**src/rtl/uart_buffer.sv**
```systemverilog
// Byte-stream FIFO between UART receive and transmit: burst absorption, error filtering, drop-or-stall on full.
// Define UART_BUFFER_STATS_EN to build the saturating err_cnt/drop_cnt statistics counters.
module uart_buffer #(
    parameter int unsigned WIDTH  = 8,
    parameter int unsigned DEPTH  = 16,
    parameter bit          DROP   = 1'b1,
    parameter bit          FILTER = 1'b1
) (
    input  logic                     clk,
    input  logic                     rst,
    input  logic                     s_stb,
    input  logic [WIDTH-1:0]         s_dat,
    input  logic                     s_err,
    output logic                     s_rdy,
    output logic                     m_stb,
    output logic [WIDTH-1:0]         m_dat,
    input  logic                     m_rdy,
    output logic [$clog2(DEPTH):0]   level,
    output logic                     full,
    output logic                     empty,
    output logic [7:0]               err_cnt,
    output logic [7:0]               drop_cnt
);

    localparam int unsigned AW = $clog2(DEPTH);
    localparam int unsigned LW = AW + 1;

    logic [WIDTH-1:0] mem_q [DEPTH];
    logic [AW-1:0]    wr_ptr_q, wr_ptr_d;
    logic [AW-1:0]    rd_ptr_q, rd_ptr_d;
    logic [LW-1:0]    level_q, level_d;
    logic             consume, store, pop;

    // Status derives from the pre-edge occupancy so a pop cannot open space for a same-edge store.
    assign full  = (level_q == LW'(DEPTH));
    assign empty = (level_q == '0);
    assign level = level_q;
    assign s_rdy = DROP || !full;
    assign m_stb = !empty;
    assign m_dat = mem_q[rd_ptr_q];

    always_comb begin
        consume  = s_stb && s_rdy;
        store    = consume && !full && !(FILTER && s_err);
        pop      = m_stb && m_rdy;
        wr_ptr_d = wr_ptr_q;
        rd_ptr_d = rd_ptr_q;
        level_d  = level_q;
        if (store) wr_ptr_d = wr_ptr_q + AW'(1);
        if (pop)   rd_ptr_d = rd_ptr_q + AW'(1);
        if (store && !pop)      level_d = level_q + LW'(1);
        else if (pop && !store) level_d = level_q - LW'(1);
    end

    always_ff @(posedge clk) begin
        if (rst) begin
            wr_ptr_q <= '0;
            rd_ptr_q <= '0;
            level_q  <= '0;
        end else begin
            wr_ptr_q <= wr_ptr_d;
            rd_ptr_q <= rd_ptr_d;
            level_q  <= level_d;
        end
    end

    // Storage is not reset; m_dat is meaningless while m_stb is low.
    always_ff @(posedge clk) begin
        if (store) mem_q[wr_ptr_q] <= s_dat;
    end

`ifdef UART_BUFFER_STATS_EN
    logic [7:0] err_cnt_q, err_cnt_d;
    logic [7:0] drop_cnt_q, drop_cnt_d;

    // Saturating counters; an error word dropped on full bumps both.
    always_comb begin
        err_cnt_d  = err_cnt_q;
        drop_cnt_d = drop_cnt_q;
        if (consume && s_err && err_cnt_q != 8'hFF)
            err_cnt_d = err_cnt_q + 8'd1;
        if (consume && full && DROP && drop_cnt_q != 8'hFF)
            drop_cnt_d = drop_cnt_q + 8'd1;
    end

    always_ff @(posedge clk) begin
        if (rst) begin
            err_cnt_q  <= '0;
            drop_cnt_q <= '0;
        end else begin
            err_cnt_q  <= err_cnt_d;
            drop_cnt_q <= drop_cnt_d;
        end
    end

    assign err_cnt  = err_cnt_q;
    assign drop_cnt = drop_cnt_q;
`else
    assign err_cnt  = 8'd0;
    assign drop_cnt = 8'd0;
`endif

endmodule

```
**config.mk**
```make
export PLATFORM = sky130hd
export DESIGN_NAME = uart_buffer
export DESIGN_NICKNAME = d
export VERILOG_FILES = /design/src/rtl/uart_buffer.sv
export SDC_FILE = /design/constraint.sdc
export NUM_CORES = 1
export LEC_CHECK = 0
export ABC_AREA = 1
export BUFFER_PORTS_ARGS = -buffer_cell sky130_fd_sc_hd__buf_2
export CORE_MARGIN = 5
export CORE_UTILIZATION = 45
export CTS_CLUSTER_DIAMETER = 50
export DETAILED_ROUTE_END_ITERATION = 8
export PLACE_DENSITY = 0.65
export SLEW_MARGIN = 25
export SYNTH_ARGS = -nofsm -noshare
export SYNTH_HDL_FRONTEND = slang
export SYNTH_SLANG_ARGS = --single-unit
```
**constraint.sdc**
```tcl
create_clock -name clk -period 3.1 [get_ports clk]
set_input_delay 0.31 -clock clk [delete_from_list [all_inputs] [get_ports clk]]
set_output_delay 0.31 -clock clk [all_outputs]
set_load 0.005 [all_outputs]
```
[Yosys cells after proc, flatten, opt, wreduce, memory -nomap -nowiden]
Memory sizes are Yosys's and may differ from the RTL's. A register that Yosys moved wholly into a read port is not among the register bits.
Cells that the tools add are included.
Storage, ports and cells
  output and inout port bits: 33
  memories: 1
  bits in writable memories: 128
  input port bits: 13
  register bits: 13
Memory list
  mem_q: depth 16, width 8, read ports 1, clocked after memory_dff 1, wr ports 1, line 28  | logic [WIDTH-1:0] mem_q [DEPTH];
Cells by class
  eq/ne operators: 1
  reduce and logical (&&, ||, !) cells: 12
  add/sub/neg operators: 4
  mux-type cells: 6
Operator list (number)
  $mux 5: 2
  $add 4x1->4 const B: 2
  $mux 4: 2
  $add 5x1->5 const B: 1
  $eq 5x5->1 const B: 1
  $logic_and 1x1->1: 5
  $logic_not 1->1: 5
  $logic_not 5->1: 1
  $sub 5x1->5 const B: 1
  $mux 1: 2
  $reduce_bool 2->1: 1

[Logic depth before layout (Yosys ltp)]
Gate-level depths: netlist (run 1).
  depth in word-level cells: 8
  gate-level depth with buffers: 14

[Least setup slack after synthesis (run 1)]
No wires, ideal clock.
  path kind: register to register
  start: register level_q[0] (netlist: level[0])
  end: register level_q[4] (netlist: level[4])
  period minus slack after synthesis: 2.195 ns
  data arrival time: 2.080 ns
  path slack: 0.905 ns
  buffers on the path: 1
  cell stages (with the launch flop): 14
  path through: dfxtp_1 -> nor2_4 -> nand3_4 -> nand3_4 -> buf_6 -> inv_1 -> ha_1 -> inv_1 -> ha_1 -> or2_2 -> nand3_1 -> nand2_1 -> o21ai_0 -> inv_1
Between the ends
  longest elaborated chain between the ends: 7
  elaborated cells between the ends (all ways): 16
  those cells by class: 2 x add/sub; 1 x eq/ne; 2 x mux; 11 x reduce/logical
RTL lines
  start: declaration: line 31  | logic [LW-1:0] level_q, level_d;
  start signal: assignment: line 63  | level_q <= level_d;
  $eq 5x5->1 *: line 35  | assign full = (level_q == LW'(DEPTH));
  $logic_not 1->1 *: line 44  | store = consume && !full && !(FILTER && s_err);
  $logic_and 1x1->1 * (2 in a row): line 44
  via store: line 32  | logic consume, store, pop;
  $logic_not 1->1: line 52  | else if (pop && !store) level_d = level_q - LW'(1);
  $logic_and 1x1->1: line 52
  $reduce_bool 2->1 (no line)
The timed path passes the listed nets; every way through them passes the cells marked *. The select of a mux whose other input is x is not followed.
A chain may end at the register's enable or synchronous reset.

[Final worst setup path (run 1)]
Same ends and word-level chain as after synthesis.

==> results of run 1 <==
-- cell type report --
cell class / instances / area (µm²)
clock inverter: 10 / 133
fill: 1250 / 7010
sequential: 145 / 4190
inverter: 124 / 465
tap: 184 / 230
clock buffer: 22 / 474
multi-input combinational: 387 / 1790
timing repair buffer: 50 / 305
-- worst max-delay path by stage --
stage | depth (start not counted) | startpoint | to | slack (ps)
2_1_floorplan | 13 | level[0]$_SDFFE_PP0P_ | level[4]$_SDFFE_PP0P_ | 900
3_3_place_gp | 12 | level[0]$_SDFFE_PP0P_ | level[4]$_SDFFE_PP0P_ | 750
3_5_place_dp | 12 | level[0]$_SDFFE_PP0P_ | level[4]$_SDFFE_PP0P_ | 660
4_1_cts | 7 | flop | m_dat[1] | 630
5_1_grt | 12 | level[0]$_SDFFE_PP0P_ | level[4]$_SDFFE_PP0P_ | 490
6_report | 12 | level[0]$_SDFFE_PP0P_ | level[4]$_SDFFE_PP0P_ | 670
-- power groups by stage --
stage,Combinational [W],Sequential [W],Clock (W)
after global routing,0.00151,0.00231,0.00218
after detailed placement,0.00133,0.00234,0
after floorplan,0.00102,0.00231,0
final,0.00133,0.00230,0.00208
after global placement,0.00131,0.00233,0
after CTS,0.00134,0.00230,0.00211
-- worst max-delay path, cell delays in order (launching register included) --
cell and delay, ps:
dfxtp_1 390, nor2_4 200, nand3_4 120, nand3_4 200, inv_1 80, ha_1 220
inv_1 170, ha_1 290, or2_2 320, nand3_1 80, nand2_1 40, o21ai_0 160
inv_1 50
-- stage by stage --
stage                     hold WS [ps]  instance area, µm²  worst slack [ps]
after floorplan                    388                6750               905
after global placement             495                6970               746
after detailed placement           503                6970               658
after CTS                          129                7580               630
after global routing               153                7580               489
final                              140                7580               674
-- layer usage --
| layer | GRT usage, % | vias up |
|---|---|---|
| met5 | 0 | - |
| met4 | 7.43 | 0 |
| met2 | 25.2 | 137 |
| met3 | 4.12 | 29 |
| met1 | 20.8 | 2039 |
| li1 | - | 2243 |
-- flip-flops by register name, summed over array words and instances, names as in the netlist, named ones only --
signal    cells
rd_ptr_q      4
wr_ptr_q      4
mem_q       128
level         5
-- synth_stat cells (all sizes together) --
cell type / count / area, µm²
conb: 2 / 7.51
xor2: 3 / 26.3
dfxtp: 17 / 340
o21ai: 5 / 25.0
nor3: 16 / 80.1
edfxtp: 128 / 3840
clkbuf: 1 / 3.75
fa: 1 / 20.0
ha: 9 / 113
a21oi: 5 / 25.0
nor2: 25 / 109
buf: 42 / 310
nand3: 106 / 568
inv: 124 / 465
nand4: 1 / 6.26
nand2: 198 / 746
or2: 1 / 6.26
-- cells in the final DEF, fill, tap and decap left out --
cell type and instances:
nor2_1 23, nand3_4 3, nand3_1 103, clkbuf_8 3
or2_2 1, fa_1 1, clkbuf_16 17, conb_1 17
edfxtp_1 128, clkbuf_1 2, buf_2 28, nor3_1 16
nor2_4 2, dfxtp_2 1, nand4_1 1, xor2_1 3
nand2_2 1, nand2_1 197, o21ai_0 5, bufinv_16 3
inv_1 121, ha_1 9, inv_2 3, dfxtp_1 16
clkinvlp_4 3, a21oi_1 5, buf_4 22, clkinv_2 4
-- cell families after synthesis --
kind of cell    after synthesis  share of synthesized area [%]
compound gates               10                          0.747
other cells                   2                          0.112
fa+ha+maj                    10                           1.98
xor+xnor                      3                          0.393
flops                       145                           62.5
simple gates                347                           22.6
buf+inv                     167                           11.6
==> results.md, run 1 <==
* Outcome: finished, final reports clean
* Met2 wire length at 6.41 mm
* Initial Utilization at 45.9%
* Top sig layer: met4
* Antenna cells at 0
* Flops & latches, synth at 145
* Die ar. at 17400 µm²
* Clock buffer depth at 2
* # setup viols final at 0
* CP max FO at 23
* PwrDens at 752 nW/µm²
* Clock share of power at 36.5%
* Startpoint types: flop
* Worst slew pin tran at 660 ps
* Initial antenna violation count at 0
* Clk sink count at 145
* Clock-pin slew on the worst setup and hold paths at 60 ps
* Sw Pwr at 0.00172 W
* First-pass GRT wire length at 22.0 mm
* RSZ-0062 raised after global routing: no
* Sequential power share at 40.3%
* HP Class: input port to flop
* Final worst path period share at 78.3%
* Die Y at 132 µm
* Reg2Reg Capture Point: level[4]$_SDFFE_PP0P_
* Antenna-violating nets left at 0
* Pins Over Slew Limit at 0
* Peak supply drop at 409 µV
* First-pass DRT Iterations at 5
* Initial drt markers at 291
* Hold Crit Depth at 2
* Comb power frac at 23.3%
* Mapped Cells at 684
* Max_cap viols at 0
* Die X at 132 µm
* Max_slew headroom at 55.9%
* Post-DP HPWL at 8.75 mm
* Metal1 wirelength at 6.11 mm
* Via/cell ratio at 4.82
* Hold Violations, Final at 0
* Mapped Area at 6700 µm²
* R2R cell count at 12
* Layout cell share with drive strength beyond 1 at 12.3%
* Via Count at 4448
* R2R setup slack at 670 ps
* TritonCTS clock tree: built
* Detailed Route WL at 13.6 mm
* Clock Skew at 8.57 ps
* Post-CTS sizing at 0
* Wire per inst at 14.7 µm
* Fin crit period at 2430 ps
* Sequential-to-total area share from yosys stat at 62.5%
* CTS HTree Levels at 4
* Root buffer cell: clkbuf_16
* IO buf count at 28
* Worst Path Arrival at 2740 ps
* Final #Nets at 748
* Syn Area/Cell at 9.79 µm²
* CTS Buf Count at 17
* Residual DRC count at 0
* Hold Buf Count CTS at 0
* Placed Cells incl. Taps at 890
* Post-synthesis to final-layout area growth at 13.2%
* Setup Fix Bufs, Post-CTS at 0
* Core Area at 14600 µm²
* CP endpoint kind: flop
* Pint at 0.00399 W
* GR Overflow Total at 0
* Vias in the first global route at 4315
* Rows at 44
* All-Layer GR Usage at 16.0%
* Ys Warns at 0
* Wire length on met3 at 701 µm
* Leak at 3.37 nW
* Setup TNS at 0 ps
* Critical path type: flop to flop
* Final core utilization at 52.0%
* # IOs at 46
* Switch share at 30.1%
* Worst-skew pair later-pin latency at 420 ps
* GP Congestion at 0.819
* Worst hold start: rst
* Post-Layout Cell Count at 922
* Max Fclk at 412 MHz
* Largest net degree at the start of global routing at 35
* Pwr Total at 0.00570 W
* CP Data Required Time at 3420 ps
* Library cells used by synthesis at 24
* RR Startpoint: level[0]$_SDFFE_PP0P_
(Power assumes the default switching activity.)
==> run 2, diff against run 1 <==
PLACE_DENSITY = 0.68   (was 0.65)
clock period = 2.1 ns   (was 3.1 ns; I/O delays follow)
==> results.md, run 2 (synthesized netlist as in run 1, its figures left out) <==
* Outcome: finished, final reports clean
* Residual DRC count at 0 (unchanged)
* Most common cell after layout, fill and taps aside: nand2_1
* Clk sink count at 145 (unchanged)
* Largest Register: mem_q
* Commonest non-fill, non-tap cells in the layout: 196 x nand2_1, 128 x edfxtp_1, 120 x inv_1, 102 x nand3_1, 28 x buf_2
* Max_cap viols at 0 (unchanged)
* Via/cell ratio at 5.00 (+3.7%)
* GP Congestion at 0.884 (+7.9%)
* Crit-path cells: nor2_4 -> nand3_4 -> nand3_4 -> inv_1 -> ha_4 -> inv_6 -> ha_4 -> or2_2 -> nand3_2 -> nand2_2 -> o21ai_2 -> inv_1
* Clock buffer depth at 2 (unchanged)
* Pre-CTS setup slack at -41.1 ps (-699 ps)
* CTS Buf Count at 17 (unchanged)
* Die X at 132 µm (unchanged)
* HP Class: input port to flop
* # setup viols final at 0 (unchanged)
* Detailed Route WL at 14.6 mm (+7.2%)
* Max_slew headroom at 54.5% (-1.4 points)
* Largest net degree at the start of global routing at 37 (+5.7%)
* Initial Utilization at 45.9% (unchanged)
* Initial antenna violation count at 0 (unchanged)
* Rows at 44 (unchanged)
* IO buf count at 28 (unchanged)
* Final #Nets at 752 (+0.53%)
* CP Data Required Time at 2400 ps (-1020 ps)
* Fillers at 1305 (+4.4%)
* Area occupied by multi-input gates at 1830 µm² (+2.4%)
* Via Count at 4631 (+4.1%)
* Post-DP HPWL at 9.30 mm (+6.3%)
* Root buffer cell: clkbuf_16
* Leak at 3.36 nW (-0.30%)
* Layout cell share with drive strength beyond 1 at 13.2% (+0.88 points)
* PwrDens at 1070 nW/µm² (+43%)
* Antenna cells at 0 (unchanged)
* Post-synthesis to final-layout area growth at 13.4%
* Final worst setup slack at 83.7 ps (-590 ps)
* GR Overflow Total at 0 (unchanged)
* Core Area at 14600 µm² (unchanged)
* CP endpoint kind: flop
* CTS HTree Levels at 4 (unchanged)
* Max reg flops at 128 (unchanged)
* Die ar. at 17400 µm² (unchanged)
* Clock Skew at 4.47 ps (-4.10 ps)
* Peak supply drop at 658 µV (+61%)
* Post-Layout Cell Count at 926 (+0.43%)
* Clock-pin slew on the worst setup and hold paths at 50 ps (about the same)
* Pins Over Slew Limit at 0 (unchanged)
* First-pass DRT Iterations at 5 (unchanged)
* Initial drt markers at 381 (+31%)
* First-pass GRT wire length at 23.5 mm (+6.6%)
* Max incr delay on CP at 360 ps (-30 ps)
* Wire per inst at 15.7 µm (+6.8%)
* Startpoint types: flop
* Vias in the first global route at 4611 (+6.9%)
* Worst Path Arrival at 2320 ps (-420 ps)
* # IOs at 46 (unchanged)
* Pwr Total at 0.00815 W (+43%)
* Sequential cell area at 4200 µm² (+0.27%)
* Critical path type: flop to flop
* All-Layer GR Usage at 17.2% (+1.2 points)
* Fin crit period at 2020 ps (-410 ps)
* Antenna-violating nets left at 0 (unchanged)
* Max Fclk at 496 MHz (+20%)
* Worst-skew pair later-pin latency at 410 ps (about the same)
* Placed Cells incl. Taps at 892 (+0.22%)
* TritonCTS clock tree: built
* Die Y at 132 µm (unchanged)
* Hold Violations, Final at 0 (unchanged)
* CP max FO at 5 (-78%)
* Worst slew pin tran at 682 ps (+22.0 ps)
* Slowest cell on the critical path: dfxtp_4
* Setup TNS at 0 ps (unchanged)
* RSZ-0062 raised after global routing: no
* Final worst path period share at 96.0% (+18 points)
## run 2: cell count changes in the layout (fill, tap and decap cells not counted), sizes merged
cell      delta
buf          +4
bufinv       -2
clkbuf       -1
clkinv       +6
clkinvlp     -3
## run 2: metrics by stage
stage / instance area, µm² / utilization, % / hold WS [ps]
after global routing: 7590 / 52.0 / 54.7
after CTS: 7510 / 51.5 / 37.8
after floorplan: 6760 / - / 288
after global placement: 6990 / 47.9 / 473
after detailed placement: 6990 / 47.9 / 477
final: 7590 / 52.0 / 55.7
## run 2: layout make-up
cell class / instances / area share (%)
flip-flops and latches: 145 / 55.3
multi-input cells: 387 / 24.1
inverters: 124 / 6.23
clock buffers: 21 / 5.80
repair buffers: 54 / 4.57
well taps: 184 / 3.03
clock inverters: 11 / 0.940
## run 2: routing by layer
| metal | global-route usage [%] | vias up | wire (µm) |
|---|---|---|---|
| li1 | - | 2252 | - |
| met1 | 21.6 | 2166 | 5990 |
| met2 | 28.1 | 180 | 6990 |
| met3 | 4.12 | 33 | 1270 |
| met4 | 8.17 | 0 | 317 |
| met5 | 0 | - | 0 |
## run 2: worst paths after layout
| check | start | end | slack (ps) | cells past startpoint |
|---|---|---|---|---|
| setup / recovery | level[3]$_SDFFE_PP0P_ | level[4]$_SDFFE_PP0P_ | 80 | 12 |
| hold / removal | rst | rd_ptr_q[2]$_SDFFE_PP0P_ | 60 | 2 |
| setup reg to reg | level[3]$_SDFFE_PP0P_ | level[4]$_SDFFE_PP0P_ | 80 | 12 |
| hold reg to reg | level[0]$_SDFFE_PP0P_ | level[0]$_SDFFE_PP0P_ | 510 | 1 |
## run 2: report_power, final
group	switching, W	internal [W]
logic	0.00136	0.000753
registers	0.000133	0.00327
clock network	0.00105	0.00159
total	0.00254	0.00561
## run 2: critical path, delay by kind of cell, from the launching register on
| kind | cells | cell delay (ps) |
|---|---|---|
| simple gates | 6 | 790 |
| fa+ha+maj | 2 | 380 |
| flops | 1 | 360 |
| buf+inv | 3 | 190 |
| compound gates | 1 | 170 |
## run 2: repair_timing
item | 4_1_cts | 5_1_grt
gates resized for setup | 4 | 14
setup endpoints to repair | 5 | 9
pin swaps | 1 | 3
hold buffers | 0 | 0
buffers inserted | 0 | 2
